## src/rtl/rom_port_arb_pkg.sv

```systemverilog
// Shared constants and encodings for the instruction-ROM port arbiter.
// Values mirror the project-wide instruction-memory definitions.
package rom_port_arb_pkg;

    localparam int unsigned INST_MEM_NUM = 131071;

    localparam logic        CHIP_ENABLE  = 1'b1;
    localparam logic        CHIP_DISABLE = 1'b0;
    localparam logic [31:0] ZERO_WORD    = 32'h0000_0000;

    // Encoding of the requester that won the most recent grant.
    typedef enum logic {
        ROM_REQ_IF = 1'b0,
        ROM_REQ_LS = 1'b1
    } rom_req_e;

endpackage

```

## src/rtl/rom_port_arb_addr_chk.sv

```systemverilog
// Combinational alignment / range check of a ROM byte address.
module rom_addr_chk
    import rom_port_arb_pkg::*;
#(
    parameter int unsigned DEPTH = INST_MEM_NUM
) (
    input  logic [31:0] i_addr,
    output logic        o_err
);

    localparam logic [31:0] DEPTH_W = 32'(DEPTH);

    logic w_misaligned;
    logic w_out_of_range;

    assign w_misaligned   = |i_addr[1:0];
    assign w_out_of_range = ({2'b00, i_addr[31:2]} >= DEPTH_W);
    assign o_err          = w_misaligned | w_out_of_range;

endmodule

```

## src/rtl/rom_port_arb.sv

```systemverilog
// Shares the instruction ROM read port between fetch (IF) and load (LS);
// one access per cycle, round-robin on conflict, registered responses.
module rom_port_arb
    import rom_port_arb_pkg::*;
#(
    parameter int unsigned DEPTH = INST_MEM_NUM
) (
    input  logic        clk,
    input  logic        rst,
    input  logic        if_req,
    input  logic [31:0] if_addr,
    output logic        if_gnt,
    output logic        if_rvalid,
    output logic [31:0] if_rdata,
    output logic        if_rerr,
    input  logic        flush,
    input  logic        ls_req,
    input  logic [31:0] ls_addr,
    output logic        ls_gnt,
    output logic        ls_rvalid,
    output logic [31:0] ls_rdata,
    output logic        ls_rerr,
    output logic        rom_ce,
    output logic [31:0] rom_addr,
    input  logic [31:0] rom_inst
);

    rom_req_e    r_last_gnt;
    logic        r_if_rvalid;
    logic [31:0] r_if_rdata;
    logic        r_if_rerr;
    logic        r_ls_rvalid;
    logic [31:0] r_ls_rdata;
    logic        r_ls_rerr;

    logic        w_if_elig;
    logic        w_ls_elig;
    logic        w_if_gnt;
    logic        w_ls_gnt;
    logic        w_any_gnt;
    logic [31:0] w_gnt_addr;
    logic        w_addr_err;
    logic        w_rom_ce;
    logic [31:0] w_cap_data;

    assign w_if_elig = if_req & ~flush;
    assign w_ls_elig = ls_req;

    // On conflict, the requester that did not win last time goes first.
    // Grants are forced low while reset is asserted.
    assign w_if_gnt = rst & w_if_elig & (~w_ls_elig | (r_last_gnt == ROM_REQ_LS));
    assign w_ls_gnt = rst & w_ls_elig & (~w_if_elig | (r_last_gnt == ROM_REQ_IF));
    assign w_any_gnt = w_if_gnt | w_ls_gnt;

    assign w_gnt_addr = w_ls_gnt ? ls_addr : if_addr;

    rom_addr_chk #(
        .DEPTH (DEPTH)
    ) u_addr_chk (
        .i_addr (w_gnt_addr),
        .o_err  (w_addr_err)
    );

    assign w_rom_ce   = w_any_gnt & ~w_addr_err;
    assign w_cap_data = w_addr_err ? ZERO_WORD : rom_inst;

    assign rom_ce   = w_rom_ce ? CHIP_ENABLE : CHIP_DISABLE;
    assign rom_addr = w_rom_ce ? w_gnt_addr : ZERO_WORD;

    assign if_gnt = w_if_gnt;
    assign ls_gnt = w_ls_gnt;

    always_ff @(posedge clk or negedge rst) begin
        if (!rst) begin
            r_last_gnt  <= ROM_REQ_LS;
            r_if_rvalid <= 1'b0;
            r_if_rdata  <= ZERO_WORD;
            r_if_rerr   <= 1'b0;
            r_ls_rvalid <= 1'b0;
            r_ls_rdata  <= ZERO_WORD;
            r_ls_rerr   <= 1'b0;
        end else begin
            r_if_rvalid <= w_if_gnt;
            r_ls_rvalid <= w_ls_gnt;
            if (w_if_gnt) begin
                r_last_gnt <= ROM_REQ_IF;
                r_if_rdata <= w_cap_data;
                r_if_rerr  <= w_addr_err;
            end
            if (w_ls_gnt) begin
                r_last_gnt <= ROM_REQ_LS;
                r_ls_rdata <= w_cap_data;
                r_ls_rerr  <= w_addr_err;
            end
        end
    end

    // A redirect discards any IF response landing in the same cycle.
    assign if_rvalid = r_if_rvalid & ~flush;
    assign if_rerr   = r_if_rerr & ~flush;
    assign if_rdata  = r_if_rdata;

    assign ls_rvalid = r_ls_rvalid;
    assign ls_rerr   = r_ls_rerr;
    assign ls_rdata  = r_ls_rdata;

endmodule

```

## config.mk

```make
export PLATFORM = sky130hd
export DESIGN_NAME = rom_port_arb
export DESIGN_NICKNAME = d
export VERILOG_FILES = /design/src/rtl/rom_port_arb_pkg.sv /design/src/rtl/rom_port_arb_addr_chk.sv /design/src/rtl/rom_port_arb.sv
export SDC_FILE = /design/constraint.sdc
export NUM_CORES = 1
export LEC_CHECK = 0
export ABC_CLOCK_PERIOD_IN_PS = 3700
export BUFFER_PORTS_ARGS = -buffer_cell sky130_fd_sc_hd__buf_2
export CAP_MARGIN = 20
export CORE_AREA = 2 2 88 90
export DETAILED_ROUTE_END_ITERATION = 8
export DIE_AREA = 0 0 90 92
export PLACE_DENSITY = 0.92
export SETUP_SLACK_MARGIN = 0.15
export SLEW_MARGIN = 20
export SYNTH_ARGS = -nofsm -noshare
export SYNTH_HDL_FRONTEND = slang
export SYNTH_SLANG_ARGS = --single-unit
```

## constraint.sdc

```tcl
create_clock -name clk -period 3.7 [get_ports clk]
set_clock_uncertainty 0.1 [all_clocks]
set_input_delay 0.37 -clock clk [delete_from_list [all_inputs] [get_ports clk]]
set_output_delay 0.37 -clock clk [all_outputs]
set_load 0.1 [all_outputs]
```

# [After elaboration in Yosys (flattened, before gate mapping)]
# Index checks and enable logic that the tools add are counted.
[totals] reg_bits=69 word_cells=33
[classes] n_lt_le_gt_ge=1 n_mux=6 n_bitwise=17 reduce_logical=2
[op_table] cell="32-bit 2-to-1 mux" count=3
[op_table] cell="30-bit by 17-bit >= comparator with 1-bit output, second input constant" count=1
[op_table] cell="1-bit AND" count=8
[op_table] cell="1-bit inverter" count=5
[op_table] cell="1-bit bitwise OR" count=4
[op_table] cell="1-bit 2-to-1 mux" count=3
[op_table] cell="2-bit nonzero test" count=1
[op_table] cell="2-bit OR reduction" count=1

# [Logic depth before layout (Yosys ltp)]
[depth] ltp_word=11 depth_mapped=6 mapped_depth_nobuf=5

# [Cells and area by module]
# Synthesis repeated with hierarchy kept, for this count alone.
[hier_totals] hier_cells=395 area_unflattened_um2=3744.8
[modules_own_cells] module="rom_port_arb" instances=1 cells_per_inst=384 area_each_um2=3657.3 seq_area_each_um2=1727.9
[modules_own_cells] module="rom_addr_chk" instances=1 cells_per_inst=11 area_each_um2=87.6 seq_area_each_um2=0.0

# [Worst setup path before layout]
# Ideal clock, no wire load.
[synth_timing] path_type="input port to output port" startpoint="in rst" endpoint="out rom_addr[10]" t_arrival_ns=4.065 t_required_ns=3.230 setup_slack_ns=-0.835 stages=6 cell_sequence="clkbuf_2 -> nand3_4 -> inv_4 -> clkbuf_1 -> a22oi_1 -> nor3_1"
[synth_via] elab_chain_len=8 elab_cells_between_ends=12 cone_classes="order compare: 1; mux: 2; bitwise: 8; reduce/logical: 1"
[synth_lines] element="start: declaration" line="rom_port_arb.sv:9" source="input logic rst,"
[synth_lines] element="1-bit AND (*) (2 in a row)" line="rom_port_arb.sv:52" source="assign w_ls_gnt = rst & w_ls_elig & (~w_if_elig | (r_last_gnt == ROM_REQ_IF));"
[synth_lines] element="named net ls_gnt" line="rom_port_arb.sv:19" source="output logic ls_gnt,"
[synth_lines] element="32-bit 2-to-1 mux" line="rom_port_arb.sv:55" source="assign w_gnt_addr = w_ls_gnt ? ls_addr : if_addr;"
[synth_lines] element="30-bit by 17-bit >= comparator with 1-bit output or 2-bit OR reduction (tied branches)" line="rom_port_arb_addr_chk.sv:17, rom_port_arb_addr_chk.sv:16"
[synth_lines] element="1-bit bitwise OR" line="rom_port_arb_addr_chk.sv:18" source="assign o_err = w_misaligned | w_out_of_range;"
[synth_lines] element="1-bit inverter" line="rom_port_arb.sv:64" source="assign w_rom_ce = w_any_gnt & ~w_addr_err;"
[synth_lines] element="1-bit AND" line="rom_port_arb.sv:64"
[synth_lines] element="32-bit 2-to-1 mux (*)" line="rom_port_arb.sv:68" source="assign rom_addr = w_rom_ce ? w_gnt_addr : ZERO_WORD;"
[synth_lines] element="end: declaration" line="rom_port_arb.sv:24" source="output logic [31:0] rom_addr,"
# Mark *: on every way through the listed nets, which the timed path passes. The rest lies on a longest branch.

# [Worst setup path after layout]
[layout_timing] startpoint="in rst" endpoint="out rom_addr[8]"
[layout_via] elab_chain_len=8 elab_cells_between_ends=12 cone_classes="order compare: 1; mux: 2; bitwise: 8; reduce/logical: 1"
[layout_lines] element="1-bit AND (2 in a row)" line="rom_port_arb.sv:52"
[layout_lines] element="32-bit 2-to-1 mux" line="rom_port_arb.sv:55"
[layout_lines] element="30-bit by 17-bit >= comparator with 1-bit output or 2-bit OR reduction (tied branches)" line="rom_port_arb_addr_chk.sv:17, rom_port_arb_addr_chk.sv:16"
[layout_lines] element="1-bit bitwise OR" line="rom_port_arb_addr_chk.sv:18"
[layout_lines] element="1-bit inverter" line="rom_port_arb.sv:64"
[layout_lines] element="1-bit AND" line="rom_port_arb.sv:64"
[layout_lines] element="32-bit 2-to-1 mux (*)" line="rom_port_arb.sv:68"
# Every way passes the cells marked *; elsewhere a longest branch is shown, timed or not.

==> results by group <==
CTS
  – Post-CTS sizing: 0
  – Worst-skew pair later-pin latency: 0.34 ns
  – Root buf cell: clkbuf_8
  – Clk pin slew, worst setup/hold paths: 0.08 ns
  – H-tree Lvls: 3
  – Clock Path Buffers: 2
  – CTS Sinks: 69
  – CTS tree: built
  – CTS Buf Count: 9

Setup path
  – Critical Path End: rom_addr[8]
  – Flop-to-flop setup slack: 1.37 ns
  – CP required: 3.23 ns
  – Crit path buf inv count: 4
  – R2r startpoint: r_last_gnt
  – Reg2Reg Depth: 5
  – Crit path launch type: input pin
  – CP startpoint: rst
  – Crit path max-delay cell type: mux2_4
  – FF-to-FF End: if_rdata[14]
  – CP delay by family, top: buffers and inverters
  – Levels on crit path: 7
  – Worst-path fanout max: 51
  – Cells along the critical path: dlygate4sd3_1 -> buf_4 -> nand3_4 -> inv_4 -> mux2_4 -> nor3_1 -> buf_12
  – Worst setup path category: input pin to primary output
  – CP endpoint kind: primary output
  – Crit path largest cell delay: 0.60 ns
  – Critical path arrival: 2.76 ns

Pwr
  – Pwr Density: 347 mW/mm²
  – Internal: between 1 and 1.5 mW
  – Reg power frac: 0.447
  – Sw power: 493 µW
  – Static Leak: about 2.4 nW
  – Switch share: 0.290
  – Combinational share of power: 0.138
  – Clock Power Share: 0.415
  – Power consumption: 1.70 mW
  – Max VDD drop: roughly 280 µV

Routing
  – Via count: 3,275
  – DRC Markers: 0
  – Routed wire length per instance: 16.9 µm
  – Post-route ant nets: 0
  – Initial DRC Count: 127
  – First-pass detailed-route iteration total: 4
  – Routed vias/inst: approximately 5.4
  – Routed WL: 10,200 µm

Min path
  – Min-Delay Path Class: input pin to flip-flop
  – Min-Delay Startpoint: rom_inst[7]

Placement
  – Dpl cells: 587
  – HPWL after DPL: roughly 7400 µm
  – Placed Area: 0.00467 mm²
  – Port Buffers: between 150 and 200
  – Placer Congestion: 0.852

Synth
  – #FFs+latches synth: 69
  – Commonest cells post-synth: 68 x dfrtp_1, 66 x nand2_1, 32 x a22o_1
  – Number of synthesized flops with an enable pin: 0
  – Area contributors post-synth: dfrtp_1 50%, a22o_1 8.3%, nand2_1 7.3%
  – Synth top area share: 0.501
  – Cell taking the most area after synthesis: dfrtp_1
  – Async set-reset flop share out of synthesis: 1.00
  – Post-synthesis sequential area ratio: 0.509
  – Most frequent cell after synthesis: dfrtp_1
  – YS warnings: 0
  – Mapped Area: about 0.0034 mm²
  – Post-synth cell types: 34
  – Syn Inst Count: 317
  – Most used flip-flop cell after synthesis: dfrtp_1
  – Synth Area per Inst: roughly 11 µm²

GRT
  – First-pass GRT wire length: 16,100 µm
  – Largest net degree at the start of global routing: 69
  – Vias in the first global route: about 3,200
  – Total gr overflow: 0
  – Initial antenna violation count: 0
  – Gr usage total: 0.244

Layout
  – Design area: 0.00491 mm²
  – Share of cells above drive strength 1: 0.484
  – Diodes inserted: 0
  – Nets: 598
  – End-of-flow core utilization: 0.659
  – Area growth, synth to finish: 44.7%
  – Final Non-Filler Cells: 604

Die
  – Core region area: 0.00745 mm²
  – Die W: around 90 µm
  – Initial Util: 0.456
  – Number of I/O pins: slightly above 200
  – Row count: 32
  – Die span in y: 92 µm
  – Die ar.: 0.00828 mm²

STA
  – Max Fclk: 310 MHz
  – Max-slew violation count: 0
  – Slew margin rel.: 0.440
  – Period utilization: 0.873
  – RSZ-0062 raised after global routing: no
  – Fin crit period: 3.23 ns
  – Final setup vio count: 0
  – Fin. Hold Viols: 0
  – Worst slew pin tran: 0.839 ns

Flow run
  – Max_cap viols: 0

Run status
  – Outcome: completed
==> power groups by stage <==
stage | Clock, mW | Sequential, mW | Combinational [mW]
global route | 0.757 | 0.761 | 0.253
global placement | 0 | 0.775 | 0.229
detailed placement | 0 | 0.775 | 0.234
floorplan | 0 | 0.780 | 0.142
CTS | 0.717 | 0.760 | 0.235
finish | 0.705 | 0.760 | 0.236
==> area by class of cell <==
class                           count  area (µm²)
Inverter                            2        10.0
Multi-Input combinational cell    219        1520
Sequential cell                    69        1730
Clock buffer                        9         124
Tap cell                          102         128
Fill cell                         597        2540
Clock inverter                      7         105
Timing Repair Buffer              196        1290
==> sequential cells by signal, indices dropped and copies added, names as in the netlist <==
| signal | count |
|---|---|
| r_if_rerr | 1 |
| r_last_gnt | 1 |
| ls_rvalid | 1 |
| ls_rerr | 1 |
| ls_rdata | 32 |
| r_if_rvalid | 1 |
| if_rdata | 32 |
==> per-layer routing <==
layer	global-route usage	wire (µm)	up-vias
met1	0.310	4170	1598
li1	-	-	1517
met5	0	0	-
met4	0.0885	158	0
met3	0.0518	641	15
met2	0.414	5220	145
==> how the worst min path moves through the flow <==
| stage | endpoint | slack (ns) | cells past startpoint |
|---|---|---|---|
| after floorplan | if_rdata[0] | -0.03 | 0 |
| after global placement | r_last_gnt | 0.30 | 1 |
| after detailed placement | r_last_gnt | 0.30 | 1 |
| after CTS | ls_rdata[7] | 0.14 | 2 |
| after global routing | ls_rdata[7] | 0.13 | 2 |
| final | ls_rdata[7] | 0.15 | 2 |
==> worst reg2reg max path: stages, from the launching register on <==
cell and delay (ns):
dfstp_2 0.58, nand3b_4 0.10, a311oi_1 0.42, o2bb2ai_4 0.44
buf_4 0.41, o31ai_1 0.13
==> through the flow <==
step / hold WS (ns) / worst slack (ns) / TNS, ns
3_3_place_gp: 0.296 / 0.997 / 0
3_5_place_dp: 0.297 / 0.926 / 0
2_1_floorplan: -0.0256 / -0.170 / -1.20
6_report: 0.149 / 0.471 / 0
4_1_cts: 0.137 / 0.491 / 0
5_1_grt: 0.134 / 0.385 / 0
==> cells by family (layout without fill, tap and decap cells) <==
kind of cell,count (synthesis),after routing,synth area share
flip-flops,69,69,0.509
buffers and inverters,43,214,0.0889
multiplexers,1,1,0.00442
AO/OA/AOI/OAI,88,88,0.231
AND/OR/NAND/NOR,115,115,0.166
other,1,15,0.00111
==> timing repair <==
action | 4_1_cts | 5_1_grt
hold buffers | 1 | 0
endpoints found under the hold margin | 1 | 0
buffers inserted | 0 | 0
==> layout by cell type, fill, tap and decap left out, drive strengths merged, types with 2 or more instances in the layout <==
master / instances
buf: 195
dfrtp: 68
nand2: 66
a22o: 32
o31ai: 32
nor3: 19
a22oi: 16
conb: 15
nand4: 11
clkbuf: 9
nor4: 7
inv: 5
a211oi: 3
nand2b: 2
nor2b: 2
a21oi: 2
nor2: 2
bufinv: 2
nand3: 2
Power figures use the tool's default switching activity.
